### config.mk
export PLATFORM = sky130hd
export DESIGN_NAME = freq_phase_gen
export DESIGN_NICKNAME = d
export VERILOG_FILES = /design/src/rtl/freq_gen_pkg.sv /design/src/rtl/freq_phase_gen_phase_acc.sv /design/src/rtl/freq_phase_gen.sv
export SDC_FILE = /design/constraint.sdc
export NUM_CORES = 1
export LEC_CHECK = 0
export BUFFER_PORTS_ARGS = -buffer_cell sky130_fd_sc_hd__buf_2
export CAP_MARGIN = 15
export CORE_AREA = 2 2 98 62
export CTS_BUF_LIST = sky130_fd_sc_hd__clkbuf_4 sky130_fd_sc_hd__clkbuf_8
export CTS_CLUSTER_DIAMETER = 60
export DETAILED_ROUTE_END_ITERATION = 10
export DIE_AREA = 0 0 100 64
export PLACE_DENSITY = 0.8
export RECOVER_POWER = 100
export SYNTH_ARGS = -nofsm -noshare
export SYNTH_HDL_FRONTEND = slang
export SYNTH_SLANG_ARGS = --single-unit
### constraint.sdc
create_clock -name clk -period 3.4 [get_ports clk]
set_clock_uncertainty 0.15 [all_clocks]
set_input_delay 0 -clock clk [delete_from_list [all_inputs] [get_ports clk]]
set_output_delay 0 -clock clk [all_outputs]
set_load 0.005 [all_outputs]
### src/rtl/freq_gen_pkg.sv
// Shared types and widths for the frequency-select path and the tone generator.
package freq_gen_pkg;

  localparam int FW_W      = 7;
  localparam int OCT_W     = 3;
  localparam int ACC_W_MIN = 15;

  typedef enum logic [1:0] {
    IDLE = 2'd0,
    RUN  = 2'd1,
    STOP = 2'd2
  } fsm_state_t;

endpackage

### src/rtl/freq_phase_gen_phase_acc.sv
// Phase accumulator: an ACC_W+1 bit add whose carry-out marks the end of a period.
module phase_acc #(
  parameter int ACC_W = 24
) (
  input  logic             clk,
  input  logic             rst,
  input  logic             step_en,
  input  logic             clr,
  input  logic [ACC_W-1:0] inc,
  output logic [ACC_W-1:0] acc,
  output logic             carry
);

  logic [ACC_W:0] sum;

  assign sum   = {1'b0, acc} + {1'b0, inc};
  assign carry = step_en & sum[ACC_W];

  always_ff @(posedge clk) begin
    if (rst) begin
      acc <= '0;
    end else if (clr) begin
      acc <= '0;
    end else if (step_en) begin
      acc <= sum[ACC_W-1:0];
    end
  end

endmodule

### src/rtl/freq_phase_gen.sv
// Tone generator: new frequency settings take effect only at a period boundary,
// or immediately when the active increment is zero.
module freq_phase_gen
  import freq_gen_pkg::*;
#(
  parameter int ACC_W = 24,
  parameter int PH_W  = 8
) (
  input  logic             clk,
  input  logic             rst,
  input  logic             en,
  input  logic [FW_W-1:0]  fw,
  input  logic [OCT_W-1:0] freq_control,
  output logic             sq_out,
  output logic [PH_W-1:0]  phase,
  output logic             wrap,
  output logic             upd_pending,
  output logic             running
);

  if (ACC_W < ACC_W_MIN || ACC_W > 32) begin : g_bad_acc_w
    $error("freq_phase_gen: ACC_W out of range");
  end
  if (PH_W > ACC_W) begin : g_bad_ph_w
    $error("freq_phase_gen: PH_W wider than ACC_W");
  end

  fsm_state_t       state;
  logic [ACC_W-1:0] fw_ext;
  logic [ACC_W-1:0] shadow_inc;
  logic [ACC_W-1:0] act_inc;
  logic [ACC_W-1:0] acc;
  logic             carry;
  logic             step_en;
  logic             clr;
  logic             load_act;
  logic             act_zero;

  assign fw_ext   = ACC_W'(fw);
  assign act_zero = (act_inc == '0);
  assign step_en  = (state == RUN) || (state == STOP);
  // A stopped tone finishes its period, then parks with the phase cleared.
  assign clr      = (state == IDLE) ||
                    ((state == STOP) && !en && (carry || act_zero));
  assign load_act = (state == IDLE) || act_zero || carry;

  phase_acc #(
    .ACC_W(ACC_W)
  ) u_phase_acc (
    .clk    (clk),
    .rst    (rst),
    .step_en(step_en),
    .clr    (clr),
    .inc    (act_inc),
    .acc    (acc),
    .carry  (carry)
  );

  always_ff @(posedge clk) begin
    if (rst) begin
      state      <= IDLE;
      shadow_inc <= '0;
      act_inc    <= '0;
      wrap       <= 1'b0;
      running    <= 1'b0;
    end else begin
      shadow_inc <= fw_ext << freq_control;
      wrap       <= carry;
      if (load_act) begin
        act_inc <= shadow_inc;
      end
      case (state)
        IDLE: begin
          if (en) begin
            state   <= RUN;
            running <= 1'b1;
          end
        end
        RUN: begin
          if (!en) begin
            state <= STOP;
          end
        end
        STOP: begin
          if (en) begin
            state <= RUN;
          end else if (carry || act_zero) begin
            state   <= IDLE;
            running <= 1'b0;
          end
        end
        default: begin
          state   <= IDLE;
          running <= 1'b0;
        end
      endcase
    end
  end

  assign sq_out      = acc[ACC_W-1];
  assign phase       = acc[ACC_W-1 -: PH_W];
  assign upd_pending = (shadow_inc != act_inc);

endmodule
==> results.cfg <==
[outcome]
status = finished, final reports clean

[critical_path]
end_kind = flop
ff2ff_setup_slack_ns = 0.30
worstPathCellList = ha_1 > fa_1 > a211o_1 > a211o_1 > nand4_1 > a31oi_1 > or3_1 > buf_12 > a211oi_1
crit_top_cell = a211o_1
arrival_ns = 3.17
reg2reg_depth = 9
crit_slowest_cell = or3_1
critical_path_class = flop to flop
reg2reg_from = act_inc[0]$_SDFFE_PP0P_
timing.rr.end = u_phase_acc.acc[2]$_SDFFE_PP0P_
crit_fanout = 17
max_stage_delay_ns = 0.51
start_kind = flop
path_buf_inv = 1
cp_data_required_time_ns = 3.47
path_delay_family = compound AO/OA/AOI/OAI gates

[floorplanning]
die_w_um = 100
die_h_um = 64
dieArea_sq_mm = 0.006400
initial_core_util_pct = 60.30
io_pins = 25
fp-row-count = 21
core_area_sq_mm = 0.005465

[clock_network]
cts_num_sinks = 56
post_cts_resized = 0
cts_buffers = 5
clk_path_buf_depth = 2
clockRootBuffer = clkbuf_8
cts.clk_slew.worst_paths_ns = 0.09
htree_num_levels = 2
postCtsHoldBufs = 12
cts_setup_buffers = 0
cts_tree = done
worst_skew_pair.late_latency_ns = 0.31

[synthesis]
yosysSeqAreaShare_pct = 34.02
yosysTopAreaCell = dfxtp_1
ys_top_cells_by_area = dfxtp_1 (34%), mux2i_1 (9.7%), ha_1 (7.2%)
syn-num-nets = 396
syn-cell-area_sq_mm = 0.003296
synth_cell_type_count = 53
synth_edf_count = 0
yosys_warnings = 0
synth_top_cell_area_share_pct = 34.02
ys_ff_latch = 56
synthFlopType = dfxtp_1
async_reset_ff_share_pct = 0
avgSynthCellArea_sq_um = 9.079
synth_cells = 363

[layout]
insertedDiodeCount = 0
seqCellArea_sq_mm = 0.001121
drive_gt1_share_pct = 12.34
area_growth_pct = 8.125
final_core_util_pct = 65.20
nets = 421
fillers = 458
final_cell_mix = dfxtp_1 (56), nor2_1 (55), mux2i_1 (32)
mostFrequentLayoutCell = dfxtp_1
multiInputGateArea_sq_mm = 0.001978

[place]
port_buffers = 24
place.gp.congestion = 0.8460
place_ws_ns = 0.3433
place_hpwl_um = 5203

[routing]
wirelength_um = 7184
drt-wirelength-per-cell_um = 15.69
vias = 2680
firstDrtPassIters = 4
drc = 0
viasPerCell = 5.852
antenna_left = 0
drt_iter0_drc = 189

[global_routing]
grt_overflow_total = 0
grt.total_usage_pct = 24.52
first_global_vias = 2567
grt_pass1_wl_um = 12540
grt_max_degree = 33
antenna_found_initial = 0

[power]
p_leak_uw = 0.001612
power.density_mw_per_mm2 = 495.9
ir_worst_vdd_v = 0.0004580
finalPower_uw = 1767

[timing]
rsz0062_at_grt = no
worst_pin_slew_ns = 0.6910
clock.fmax_mhz = 322.7
holdWs_ns = 0.01770
setup_ws_ns = 0.3015
fin_crit_ns = 3.099
slew_headroom_pct = 53.58
setup_violations = 0
drv_slew = 0
finalSetupTns_ns = 0
hold_viol_final = 0
post-route-period-util_pct = 91.13

[flow_run]
drv_cap = 0

[min_path]
holdPathEnd = act_inc[5]$_SDFFE_PP0P_
hold_class = primary input to flop
worstHoldStart = rst
hold_depth = 2
state kept, by name, summed over array words and instances (netlist names):
name,count
u_phase_acc.acc,24
act_inc,14
shadow_inc,14
state,2
running,1
wrap,1
how the worst max path moves through the flow:
stage | from | end | slack (ns) | cells past startpoint
after global routing | act_inc[0]$_SDFFE_PP0P_ | u_phase_acc.acc[2]$_SDFFE_PP0P_ | 0.09 | 9
after CTS | act_inc[0]$_SDFFE_PP0P_ | u_phase_acc.acc[2]$_SDFFE_PP0P_ | 0.32 | 9
after detailed placement | act_inc[0]$_SDFFE_PP0P_ | u_phase_acc.acc[2]$_SDFFE_PP0P_ | 0.34 | 9
final | act_inc[0]$_SDFFE_PP0P_ | u_phase_acc.acc[2]$_SDFFE_PP0P_ | 0.30 | 9
after global placement | act_inc[0]$_SDFFE_PP0P_ | u_phase_acc.acc[2]$_SDFFE_PP0P_ | 0.46 | 9
after floorplan | act_inc[0]$_SDFFE_PP0P_ | state[0]$_SDFFE_PP0P_ | 0.73 | 8
cell usage after synthesis, types with 4 or more instances:
cell and instances:
mux2_2 6, nand2_1 14, nand2b_1 5, nor3_1 13
a21o_1 6, nand4_1 5, nand3_1 6, o21ai_0 7
ha_1 19, nor2_1 49, a21oi_1 26, mux2i_1 32
dfxtp_1 56, clkbuf_1 4, nor4_1 8, xor2_1 13
a211oi_1 8, inv_1 5, buf_4 9, xnor2_1 21
nor2_2 9
worst reg2reg max path: stages (launching register included):
cell and delay [ns]:
dfxtp_1 0.35, ha_1 0.25, fa_1 0.43, a211o_1 0.30
a211o_1 0.36, nand4_1 0.15, a31oi_1 0.10, or3_1 0.51
buf_12 0.24, a211oi_1 0.18
routing by layer:
layer  wire length [um]  global-route usage [%]  vias to the layer above  share of wire, %
li1                   -                       -                     1339                 -
met5                  0                       0                        -                 0
met4                 99                   6.164                        0               1.4
met1               3506                   36.09                     1237                49
met3                522                   5.142                       11               7.3
met2               3056                   36.66                       93                43
logic make-up after synthesis:
| family | share of synthesized area, % |
|---|---|
| simple gates | 19.06 |
| compound gates | 13.25 |
| flops | 34.02 |
| mux | 11.77 |
| xor+xnor | 9.036 |
| buf+inv | 5.049 |
| fa+ha+maj | 7.821 |
power by group:
group	leakage, uW	internal [uW]	switching [uW]	total (uW)
Clock	0.0000523	183	209	391
Combinational	0.00110	273	357	630
Sequential	0.000455	702	44.2	746
metrics by stage:
stage          cell area, sq um  std cells
5_1_grt                    3563        458
4_1_cts                    3600        458
6_report                   3563        458
3_3_place_gp               3382        438
2_1_floorplan              3296        363
3_5_place_dp               3382        438
final cells by class:
| class | count | share of cell area, % |
|---|---|---|
| multi-input cells | 282 | 55.51 |
| flip-flops and latches | 56 | 31.46 |
| repair buffers | 38 | 7.338 |
| clock buffers | 8 | 2.739 |
| well taps | 69 | 2.423 |
| inverters | 5 | 0.5267 |
Note: power is estimated with default switching activity, not from simulation.
